==> config.mk <==
export PLATFORM = sky130hd
export DESIGN_NAME = elm_layer_ctrl_flat
export DESIGN_NICKNAME = d
export VERILOG_FILES = /design/src/rtl/elm_layer_ctrl_if.sv /design/src/rtl/elm_layer_ctrl.sv /design/src/flat_wrapper.sv
export SDC_FILE = /design/constraint.sdc
export NUM_CORES = 1
export LEC_CHECK = 0
export CAP_MARGIN = 20
export CORE_ASPECT_RATIO = 2
export CORE_MARGIN = 3
export CORE_UTILIZATION = 50
export CTS_BUF_LIST = sky130_fd_sc_hd__clkbuf_16
export CTS_CLUSTER_SIZE = 12
export DETAILED_ROUTE_END_ITERATION = 7
export MAX_ROUTING_LAYER = met4
export PLACE_DENSITY = 0.87
export SYNTH_ARGS = -nofsm -noshare
export SYNTH_HDL_FRONTEND = slang
export SYNTH_SLANG_ARGS = --single-unit
==> constraint.sdc <==
create_clock -name clk -period 4.1 [get_ports clk]
set_input_delay 0.41 -clock clk [delete_from_list [all_inputs] [get_ports clk]]
set_output_delay 0.41 -clock clk [all_outputs]
set_load 0.02 [all_outputs]
==> src/rtl/elm_layer_ctrl_if.sv <==
`default_nettype none
// ============================================================================
// Module   : elm_layer_ctrl_if
// Brief    : Bus bundle between the ELM layer controller and its environment.
// Revision : 1.0
// ============================================================================
interface elm_layer_ctrl_if #(
  parameter int DATA_W = 16
);
  localparam int c_CFG_W = 2 * DATA_W + 1;

  logic                start_load;
  logic                cfg_valid;
  logic                cfg_ready;
  logic [DATA_W-1:0]   cfg_data;
  logic                in_valid;
  logic                in_ready;
  logic [DATA_W-1:0]   in_data;
  logic                weight_valid;
  logic                bias_valid;
  logic [DATA_W-1:0]   weight_value;
  logic [DATA_W-1:0]   bias_value;
  logic [c_CFG_W-1:0]  config_layer_num;
  logic [c_CFG_W-1:0]  config_neuron_num;
  logic [DATA_W-1:0]   my_input;
  logic                my_input_valid;
  logic                neuron_done;
  logic                busy;
  logic                done;
  logic                err;

  modport master (
    output start_load, cfg_valid, cfg_data, in_valid, in_data, neuron_done,
    input  cfg_ready, in_ready, weight_valid, bias_valid, weight_value, bias_value,
           config_layer_num, config_neuron_num, my_input, my_input_valid,
           busy, done, err
  );

  modport slave (
    input  start_load, cfg_valid, cfg_data, in_valid, in_data, neuron_done,
    output cfg_ready, in_ready, weight_valid, bias_valid, weight_value, bias_value,
           config_layer_num, config_neuron_num, my_input, my_input_valid,
           busy, done, err
  );
endinterface
`default_nettype wire

==> src/rtl/elm_layer_ctrl.sv <==
`default_nettype none
// ============================================================================
// Module   : elm_layer_ctrl
// Brief    : Loads weights/biases into one ELM layer, then streams features
//            and waits for the neurons to finish, with a WAIT timeout.
// Revision : 1.0
// ============================================================================
module elm_layer_ctrl #(
  parameter int LAYER_NO   = 1,
  parameter int NUM_NEURON = 64,
  parameter int NUM_WEIGHT = 128,
  parameter int DATA_W     = 16,
  parameter int TIMEOUT    = 1024
) (
  input  wire logic       clk,
  input  wire logic       rst,
  elm_layer_ctrl_if.slave bus
);
  localparam int c_CFG_W = 2 * DATA_W + 1;
  localparam int c_WW    = (NUM_WEIGHT > 1) ? $clog2(NUM_WEIGHT) : 1;
  localparam int c_NW    = (NUM_NEURON > 1) ? $clog2(NUM_NEURON) : 1;
  localparam int c_TW    = (TIMEOUT > 1)    ? $clog2(TIMEOUT)    : 1;

  localparam logic [c_WW-1:0]    c_W_LAST = c_WW'(NUM_WEIGHT - 1);
  localparam logic [c_NW-1:0]    c_N_LAST = c_NW'(NUM_NEURON - 1);
  localparam logic [c_TW-1:0]    c_T_LAST = c_TW'(TIMEOUT - 1);
  localparam logic [c_CFG_W-1:0] c_LAYER  = c_CFG_W'(LAYER_NO);

  typedef enum logic [2:0] {
    S_IDLE   = 3'd0,
    S_LOAD_W = 3'd1,
    S_LOAD_B = 3'd2,
    S_READY  = 3'd3,
    S_STREAM = 3'd4,
    S_WAIT   = 3'd5,
    S_DONE   = 3'd6
  } state_t;

  state_t              r_state;
  logic [c_WW-1:0]     r_wcnt;
  logic [c_NW-1:0]     r_ncnt;
  logic [c_WW-1:0]     r_icnt;
  logic [c_TW-1:0]     r_tcnt;
  logic                r_rst_meta;
  logic                r_rst_sync;
  logic                r_weight_valid;
  logic                r_bias_valid;
  logic [DATA_W-1:0]   r_weight_value;
  logic [DATA_W-1:0]   r_bias_value;
  logic [c_CFG_W-1:0]  r_layer_num;
  logic [c_CFG_W-1:0]  r_neuron_num;
  logic [DATA_W-1:0]   r_my_input;
  logic                r_my_input_valid;
  logic                r_done;
  logic                r_err;

  logic w_cfg_ready;
  logic w_in_ready;
  logic w_cfg_hs;
  logic w_in_hs;

  assign w_cfg_ready = (r_state == S_LOAD_W) || (r_state == S_LOAD_B);
  assign w_in_ready  = (r_state == S_STREAM);
  assign w_cfg_hs    = bus.cfg_valid & w_cfg_ready;
  assign w_in_hs     = bus.in_valid & w_in_ready;

  // Assertion is immediate; release is re-timed through two flops so the
  // FSM holds off until the third rising edge after rst falls.
  always_ff @(posedge clk or posedge rst) begin
    if (rst) begin
      r_rst_meta <= 1'b1;
      r_rst_sync <= 1'b1;
    end else begin
      r_rst_meta <= 1'b0;
      r_rst_sync <= r_rst_meta;
    end
  end

  always_ff @(posedge clk or posedge rst) begin
    if (rst) begin
      r_state          <= S_IDLE;
      r_wcnt           <= '0;
      r_ncnt           <= '0;
      r_icnt           <= '0;
      r_tcnt           <= '0;
      r_weight_valid   <= 1'b0;
      r_bias_valid     <= 1'b0;
      r_weight_value   <= '0;
      r_bias_value     <= '0;
      r_layer_num      <= '0;
      r_neuron_num     <= '0;
      r_my_input       <= '0;
      r_my_input_valid <= 1'b0;
      r_done           <= 1'b0;
      r_err            <= 1'b0;
    end else if (!r_rst_sync) begin
      r_weight_valid   <= 1'b0;
      r_bias_valid     <= 1'b0;
      r_my_input_valid <= 1'b0;
      r_done           <= 1'b0;
      case (r_state)
        S_IDLE, S_READY: begin
          if (bus.start_load) begin
            r_state <= S_LOAD_W;
            r_err   <= 1'b0;
            r_wcnt  <= '0;
            r_ncnt  <= '0;
          end else if (r_state == S_READY && bus.in_valid) begin
            r_state <= S_STREAM;
            r_icnt  <= '0;
          end
        end
        S_LOAD_W: begin
          if (w_cfg_hs) begin
            r_weight_value <= bus.cfg_data;
            r_weight_valid <= 1'b1;
            r_neuron_num   <= c_CFG_W'(r_ncnt);
            r_layer_num    <= c_LAYER;
            if (r_wcnt == c_W_LAST) begin
              r_wcnt  <= '0;
              r_state <= S_LOAD_B;
            end else begin
              r_wcnt <= r_wcnt + 1'b1;
            end
          end
        end
        S_LOAD_B: begin
          if (w_cfg_hs) begin
            r_bias_value <= bus.cfg_data;
            r_bias_valid <= 1'b1;
            r_neuron_num <= c_CFG_W'(r_ncnt);
            r_layer_num  <= c_LAYER;
            if (r_ncnt == c_N_LAST) begin
              r_ncnt  <= '0;
              r_state <= S_READY;
            end else begin
              r_ncnt  <= r_ncnt + 1'b1;
              r_state <= S_LOAD_W;
            end
          end
        end
        S_STREAM: begin
          if (w_in_hs) begin
            r_my_input       <= bus.in_data;
            r_my_input_valid <= 1'b1;
            if (r_icnt == c_W_LAST) begin
              r_icnt  <= '0;
              r_tcnt  <= '0;
              r_state <= S_WAIT;
            end else begin
              r_icnt <= r_icnt + 1'b1;
            end
          end
        end
        S_WAIT: begin
          // A completion arriving on the last allowed cycle still wins.
          if (bus.neuron_done) begin
            r_tcnt  <= '0;
            r_done  <= 1'b1;
            r_state <= S_DONE;
          end else if (r_tcnt == c_T_LAST) begin
            r_tcnt  <= '0;
            r_err   <= 1'b1;
            r_state <= S_IDLE;
          end else begin
            r_tcnt <= r_tcnt + 1'b1;
          end
        end
        S_DONE: begin
          r_state <= S_READY;
        end
        default: begin
          r_state <= S_IDLE;
        end
      endcase
    end
  end

  assign bus.cfg_ready         = w_cfg_ready;
  assign bus.in_ready          = w_in_ready;
  assign bus.busy              = (r_state != S_IDLE) && (r_state != S_READY);
  assign bus.weight_valid      = r_weight_valid;
  assign bus.bias_valid        = r_bias_valid;
  assign bus.weight_value      = r_weight_value;
  assign bus.bias_value        = r_bias_value;
  assign bus.config_layer_num  = r_layer_num;
  assign bus.config_neuron_num = r_neuron_num;
  assign bus.my_input          = r_my_input;
  assign bus.my_input_valid    = r_my_input_valid;
  assign bus.done              = r_done;
  assign bus.err               = r_err;

endmodule
`default_nettype wire

==> src/flat_wrapper.sv <==
// flat-port wrapper written by rule: the top's interface ports become plain ports
module elm_layer_ctrl_flat 
#(
  parameter int LAYER_NO   = 1,
  parameter int NUM_NEURON = 64,
  parameter int NUM_WEIGHT = 128,
  parameter int DATA_W     = 16,
  parameter int TIMEOUT    = 1024
)
  (clk, rst, bus_start_load, bus_cfg_valid, bus_cfg_data, bus_in_valid, bus_in_data, bus_neuron_done, bus_cfg_ready, bus_in_ready, bus_weight_valid, bus_bias_valid, bus_weight_value, bus_bias_value, bus_config_layer_num, bus_config_neuron_num, bus_my_input, bus_my_input_valid, bus_busy, bus_done, bus_err);
  elm_layer_ctrl_if #(.DATA_W(DATA_W)) bus_i ();
  input  wire logic clk;
  input  wire logic rst;
  input wire logic [$bits(bus_i.start_load)-1:0] bus_start_load;
  input wire logic [$bits(bus_i.cfg_valid)-1:0] bus_cfg_valid;
  input wire logic [$bits(bus_i.cfg_data)-1:0] bus_cfg_data;
  input wire logic [$bits(bus_i.in_valid)-1:0] bus_in_valid;
  input wire logic [$bits(bus_i.in_data)-1:0] bus_in_data;
  input wire logic [$bits(bus_i.neuron_done)-1:0] bus_neuron_done;
  output wire logic [$bits(bus_i.cfg_ready)-1:0] bus_cfg_ready;
  output wire logic [$bits(bus_i.in_ready)-1:0] bus_in_ready;
  output wire logic [$bits(bus_i.weight_valid)-1:0] bus_weight_valid;
  output wire logic [$bits(bus_i.bias_valid)-1:0] bus_bias_valid;
  output wire logic [$bits(bus_i.weight_value)-1:0] bus_weight_value;
  output wire logic [$bits(bus_i.bias_value)-1:0] bus_bias_value;
  output wire logic [$bits(bus_i.config_layer_num)-1:0] bus_config_layer_num;
  output wire logic [$bits(bus_i.config_neuron_num)-1:0] bus_config_neuron_num;
  output wire logic [$bits(bus_i.my_input)-1:0] bus_my_input;
  output wire logic [$bits(bus_i.my_input_valid)-1:0] bus_my_input_valid;
  output wire logic [$bits(bus_i.busy)-1:0] bus_busy;
  output wire logic [$bits(bus_i.done)-1:0] bus_done;
  output wire logic [$bits(bus_i.err)-1:0] bus_err;
  assign bus_i.start_load = bus_start_load;
  assign bus_i.cfg_valid = bus_cfg_valid;
  assign bus_i.cfg_data = bus_cfg_data;
  assign bus_i.in_valid = bus_in_valid;
  assign bus_i.in_data = bus_in_data;
  assign bus_i.neuron_done = bus_neuron_done;
  assign bus_cfg_ready = bus_i.cfg_ready;
  assign bus_in_ready = bus_i.in_ready;
  assign bus_weight_valid = bus_i.weight_valid;
  assign bus_bias_valid = bus_i.bias_valid;
  assign bus_weight_value = bus_i.weight_value;
  assign bus_bias_value = bus_i.bias_value;
  assign bus_config_layer_num = bus_i.config_layer_num;
  assign bus_config_neuron_num = bus_i.config_neuron_num;
  assign bus_my_input = bus_i.my_input;
  assign bus_my_input_valid = bus_i.my_input_valid;
  assign bus_busy = bus_i.busy;
  assign bus_done = bus_i.done;
  assign bus_err = bus_i.err;
  elm_layer_ctrl #(.LAYER_NO(LAYER_NO), .NUM_NEURON(NUM_NEURON), .NUM_WEIGHT(NUM_WEIGHT), .DATA_W(DATA_W), .TIMEOUT(TIMEOUT)) u_core (.clk(clk), .rst(rst), .bus(bus_i));
endmodule
Word-level counts from Yosys, hierarchy flattened. Index checks and enable logic that the tools add are counted.

Output and inout port bits: 122. Bits in writable memories: 0. Logic and storage cells: 109. Latch bits: 0. Register bits after elaboration: 95. ROM bits: 0. Memories kept: 0.

Shift operators: 0. $add $sub $neg: 4. Equal/unequal tests: 23. Reductions and logical operators: 22. Divide/modulo/power cells: 0. Multiply operators: 0. Order comparisons: 0. Muxes and demuxes: 40. Bitwise gates (word level): 3.

Operators with widths (count): two-way mux 7 bit (7); two-way mux 10 bit (4); one-hot mux 7 bit (2 select lines) (2); two-way mux 3 bit (9); one-hot mux 10 bit (2 select lines) (1); two-way mux 6 bit (3); one-hot mux 3 bit (6 select lines) (1); adder 7 x 1 -> 7 bit, second input constant (2); equality test 7 bit, second input constant (2); != test 2 bit, second input constant (6); one-hot mux 6 bit (2 select lines) (1); AND reduction 3 bit (4); AND reduction 4 bit (3); adder 10 x 1 -> 10 bit, second input constant (1); equality test 10 bit, second input constant (1); two-way mux 1 bit (10); AND reduction 5 bit (2); nonzero test 2 bit (5); equality test 3 bit, second input constant (3); != test 3 x 2 -> 1 bit, second input constant (3); != test 2 x 1 -> 1 bit, second input constant (4); AND reduction 8 bit (1); adder 6 x 1 -> 6 bit, second input constant (1); equality test 3 x 2 -> 1 bit, second input constant (2); 11 further kinds (14).

Depth between registers and ports, before layout.
Depth after elaboration: 5. Depth in mapped cells: 8.

Worst setup path before layout. No wires, ideal clock.

Path type: register -> register. From: register u_core.r_tcnt[0]. To: register u_core.r_tcnt[9]. Slack: 2.155 ns. Data required time: 3.990 ns. Cell stages (with the launch flop): 8. Arrival: 1.835 ns. Path buffers: 2. Cell sequence: dfrtp_1 > ha_1 > and3_1 > buf_2 > a41o_1 > or2_0 > buf_2 > o41ai_1.

Cells in the longest elaborated chain, start to end: 4. Elaborated cells on any way between the ends: 5.

Ends and longest elaborated chain: start, declared (RTL line elm_layer_ctrl.sv:43) `logic [c_TW-1:0] r_tcnt;`; start signal, assigned (RTL line elm_layer_ctrl.sv:166) `r_tcnt <= r_tcnt + 1'b1;`; adder 10 x 1 -> 10 bit or equality test 10 bit (tied branches) (RTL line elm_layer_ctrl.sv:166, elm_layer_ctrl.sv:161); two-way mux 10 bit (*) (RTL line elm_layer_ctrl.sv:161) `end else if (r_tcnt == c_T_LAST) begin`; two-way mux 10 bit (*) (RTL line elm_layer_ctrl.sv:157) `if (bus.neuron_done) begin`; one-hot mux 10 bit (2 select lines) (*) (RTL line elm_layer_ctrl.sv:101) `case (r_state)`.

Mark *: on every way between the ends. The rest lies on a longest branch, timed or not. A chain may end at the register's enable or synchronous reset.

Worst setup path after layout.
From: register u_core.r_state[2]. To: output bus_in_ready.

Cells in the longest elaborated chain, start to end: 1.

Ends and longest elaborated chain: start, declared (RTL line elm_layer_ctrl.sv:39) `state_t r_state;`; start signal, assigned (RTL line elm_layer_ctrl.sv:81) `r_state <= S_IDLE;`; start signal, assigned (RTL line elm_layer_ctrl.sv:104) `r_state <= S_LOAD_W;`; start signal, assigned (RTL line elm_layer_ctrl.sv:109) `r_state <= S_STREAM;`; equality test 3 bit (RTL line elm_layer_ctrl.sv:63) `assign w_in_ready = (r_state == S_STREAM);`; end, declared (RTL line flat_wrapper.sv:21) `output wire logic [$bits(bus_i.in_ready)-1:0] bus_in_ready;`.

Every way passes these cells.

==> metrics.log <==
INFO  metric place.detailed.hpwl = around 7.7 mm
INFO  metric antenna_cells = 0
INFO  metric area_enclosed_by_the_die_boundary = approximately 0.011 mm2
INFO  metric overflow = 0
INFO  metric max_stage_delay = 0.77 ns
INFO  metric internal-power = about 1.5 mW
INFO  metric run_status = completed
INFO  metric vias = 3438
INFO  metric insertion_delay = 0.34 ns
INFO  metric area_inside_the_core_boundary = ~0.009 mm2
INFO  metric post_synth_inst_count = around 430
INFO  metric die_height = approximately 140 um
INFO  metric power_switching = approximately 0.55 mW
INFO  metric cap_violations = 0
INFO  metric drt-vias-per-instance = approximately 5.4
INFO  metric cp_data_required_time = approximately 3.7 ns
INFO  metric layout_worst_path_cycle_share = 67.5%
INFO  metric wire_per_inst = about 16 um
INFO  metric synth.area.top_cells = sky130_fd_sc_hd__dfrtp_1, sky130_fd_sc_hd__mux2_2, sky130_fd_sc_hd__buf_4
INFO  metric wl = between 10 and 15 mm
INFO  metric postCtsResizedCells = 0
INFO  metric synth_cell_type_count = 52
INFO  metric first_global_vias = 3572
INFO  metric htree_num_levels = 3
INFO  metric gp_congestion = about 0.83
INFO  metric remaining_drc_errors = 0
INFO  metric p_leak = 2.64 nW
INFO  metric number_of_violations_reported_at_the_end_of_detailed_routing_iteration_0 = 193
INFO  metric final.setup_skew = 0.00866 ns
INFO  metric syn2layout_area_growth = 23.4%
INFO  metric classification_of_the_worst_setup_path = register to output pin
INFO  metric comb_power_share = around 13%
INFO  metric power_density = approximately 350 mW/mm2
INFO  metric mappedNetlistArea = approximately 0.0047 mm2
INFO  metric postSynth.topFlopCell = sky130_fd_sc_hd__dfrtp_1
INFO  metric clock_sinks = 95
INFO  metric yosysTopAreaCell = sky130_fd_sc_hd__dfrtp_1
INFO  metric finalSetupViolCount = 0
INFO  metric place.port_buffers = 100
INFO  metric postRouteAntennaNets = 0
INFO  metric slew-limit-headroom = 55.0%
INFO  metric power_frac_clock = around 37%
INFO  metric mostFrequentLayoutCell = sky130_fd_sc_hd__clkdlybuf4s50_1
INFO  metric min-delay-path-class = register to register
INFO  metric tot_pwr = a little over 2 mW
INFO  metric layout_common_cells = sky130_fd_sc_hd__clkdlybuf4s50_1, sky130_fd_sc_hd__dfrtp_1, sky130_fd_sc_hd__conb_1
INFO  metric floorplan.initialDensity = between 50% and 60%
INFO  metric sum_of_negative_setup_slack = 0 ns
INFO  metric critPathMaxFanout = 20
INFO  metric synth-edff-count = 0
INFO  metric final_area = 0.00585 mm2
INFO  metric grt_max_degree = 41
INFO  metric dp_cells = around 620
INFO  metric post_route_cells_drive_above_1_share = between 10% and 20%
INFO  metric post_cts_buffers = 0
INFO  metric synth_sequential_area_ratio = around 50%
INFO  metric ir_worst_vdd = a little under 0.0003 V
INFO  metric cts.hold.buffers_added = 0
INFO  metric first_pass_grt_wire_length = 16.4 mm
INFO  metric syn_area_per_cell = 11.0 um2
INFO  metric detailed_router_iteration_count_before_antenna_repair = 4
INFO  metric setup.worst_path.end_class = output pin
INFO  metric path_cells = or3b_4 -> clkinv_2 -> clkdlybuf4s50_1
INFO  metric cts_made_buffers = 9
INFO  metric grt.total_usage = around a fifth
INFO  metric clock_path_buffers = 2
INFO  metric achievable-frequency = roughly 360 MHz
INFO  metric detailed_place.area = 0.00558 mm2
INFO  metric worstPathArrival = between 2 and 2.5 ns
INFO  metric hold_viol_final = 0
INFO  metric dieWidth = ~75 um
INFO  metric final-instance-count-excl-fill = approximately 640
INFO  metric power.sequential.fraction = between 40% and 50%
INFO  metric cts.root.buffer_cell = sky130_fd_sc_hd__clkbuf_16
INFO  metric grt_antenna_before_repair = 0
INFO  metric timing.final.max_slew_violations = 0
INFO  metric pin_slew_with_the_least_headroom_to_its_limit = between 0.6 and 0.7 ns
INFO  metric grt_setup_unrepaired = no
INFO  metric cp_slowest_cell = sky130_fd_sc_hd__dfrtp_1
INFO  metric synthDominantCellAreaShare = 49.1%
INFO  metric critPathLaunchType = register
INFO  metric boundaryPins = 160
INFO  metric min_period = roughly 2.8 ns
INFO  metric worst_setup_hold_path_clk_slew = roughly 0.07 ns
INFO  metric final_net_count = 573
INFO  metric tritoncts_clock_tree = done
INFO  metric ys_seq_elements = 95
INFO  metric finalHoldWorstSlack = ~0.36 ns
INFO  metric yosysWarningCount = 0
INFO  metric async_reset_ff_share = 100%
INFO  metric switching_share = around 27%
INFO  metric core.rowCount = roughly 50
critical path, delay by kind of cell (launching register included):
| family | cells | cell delay, ns |
|---|---|---|
| buf+inv | 2 | 0.75 |
| flops | 1 | 0.77 |
| simple gates | 1 | 0.49 |
logic make-up after synthesis:
kind of cell	share of synthesized area, %
mux	13.5
fa+ha+maj	1.06
simple gates	12.4
compound gates	10.9
flops	50.2
other cells	0.0791
buf+inv	11.9
sequential cells by signal (all words and copies together) (netlist names):
| name | flops |
|---|---|
| u_core.bus.bias_valid | 1 |
| u_core.bus.bias_value | 16 |
| u_core.bus.config_layer_num | 1 |
| u_core.bus.config_neuron_num | 6 |
| u_core.bus.done | 1 |
| u_core.bus.err | 1 |
| u_core.bus.my_input | 16 |
| u_core.bus.my_input_valid | 1 |
| u_core.bus.weight_valid | 1 |
| u_core.bus.weight_value | 16 |
| u_core.r_icnt | 7 |
| u_core.r_ncnt | 6 |
| u_core.r_rst_meta | 1 |
| u_core.r_rst_sync | 1 |
| u_core.r_state | 3 |
| u_core.r_tcnt | 10 |
| u_core.r_wcnt | 7 |
routing by layer:
metal  part of all wire (%)  vias up  global-route usage (%)
met5                      0        -                       -
li1                       -     1593                       -
met1                     36     1676                    21.7
met2                     55      143                    34.8
met3                    6.2       26                    4.76
met4                    2.5        0                    8.91
cell usage after synthesis, types with 2 or more instances:
master                     count
sky130_fd_sc_hd__dfstp_2       2
sky130_fd_sc_hd__a41o_1        2
sky130_fd_sc_hd__nand2_1      34
sky130_fd_sc_hd__mux2i_1       2
sky130_fd_sc_hd__clkbuf_1      4
sky130_fd_sc_hd__ha_1          4
sky130_fd_sc_hd__or2_1         2
sky130_fd_sc_hd__a21oi_1       9
sky130_fd_sc_hd__o21ai_0      43
sky130_fd_sc_hd__nor2_1       17
sky130_fd_sc_hd__buf_4        62
sky130_fd_sc_hd__nand3_1      16
sky130_fd_sc_hd__or2_0         2
sky130_fd_sc_hd__nor3_1        4
sky130_fd_sc_hd__or2_2         2
sky130_fd_sc_hd__dfrtp_1      93
sky130_fd_sc_hd__inv_1         5
sky130_fd_sc_hd__o31ai_1       7
sky130_fd_sc_hd__o21ai_1       4
sky130_fd_sc_hd__buf_6         2
sky130_fd_sc_hd__nor3b_1       4
sky130_fd_sc_hd__nand2b_1      6
sky130_fd_sc_hd__a31oi_1       5
sky130_fd_sc_hd__buf_2         7
sky130_fd_sc_hd__or3_1         2
sky130_fd_sc_hd__o21a_1        3
sky130_fd_sc_hd__o41ai_1       4
sky130_fd_sc_hd__mux2_2       49
sky130_fd_sc_hd__and3_1        6
sky130_fd_sc_hd__mux2_1        6
sky130_fd_sc_hd__nor2b_1       4
cell type report:
cell class              instances  area, um2
repair buffers                103       1020
fillers                       692       3280
well taps                     102        128
clock inverters                 7       47.5
multi-input cells             315       2020
clock buffers                   9        225
flip-flops and latches         95       2380
inverters                       7       28.8
path summary, 6_finish.rpt:
check / to / startpoint / cells after the start / slack [ns]
worst min-delay path: u_core.r_rst_sync$_DFF_PP1_ / u_core.r_rst_meta$_DFF_PP1_ / 0 / 0.36
worst max register to register: u_core.bus.config_neuron_num[5]$_DFFE_PP0P_ / u_core.r_state[1]$_DFFE_PP0P_ / 5 / 1.69
min in group asynchronous: u_core.bus.my_input[13]$_DFFE_PP0P_ / rst / 2 / 0.49
worst max-delay path: bus_in_ready / u_core.r_state[2]$_DFFE_PP0P_ / 3 / 1.33
worst min register to register: u_core.r_rst_sync$_DFF_PP1_ / u_core.r_rst_meta$_DFF_PP1_ / 0 / 0.36
max in group asynchronous: u_core.r_rst_sync$_DFF_PP1_ / rst / 3 / 2.75
through the flow:
stage	utilization [%]	worst slack, ns
final	64.1	1.33
after global routing	64.1	1.28
after CTS	64.1	1.35
after detailed placement	61.1	1.71
after global placement	61.1	1.75
after floorplan	-	1.22
power by group through the flow:
stage | registers, mW | logic (mW) | clock network (mW)
finish | 1.02 | 0.277 | 0.773
global route | 1.02 | 0.303 | 0.817
CTS | 1.02 | 0.278 | 0.785
detailed placement | 1.03 | 0.277 | 0
global placement | 1.03 | 0.269 | 0
floorplan | 1.05 | 0.179 | 0
Note: power is estimated with default switching activity, not from simulation.
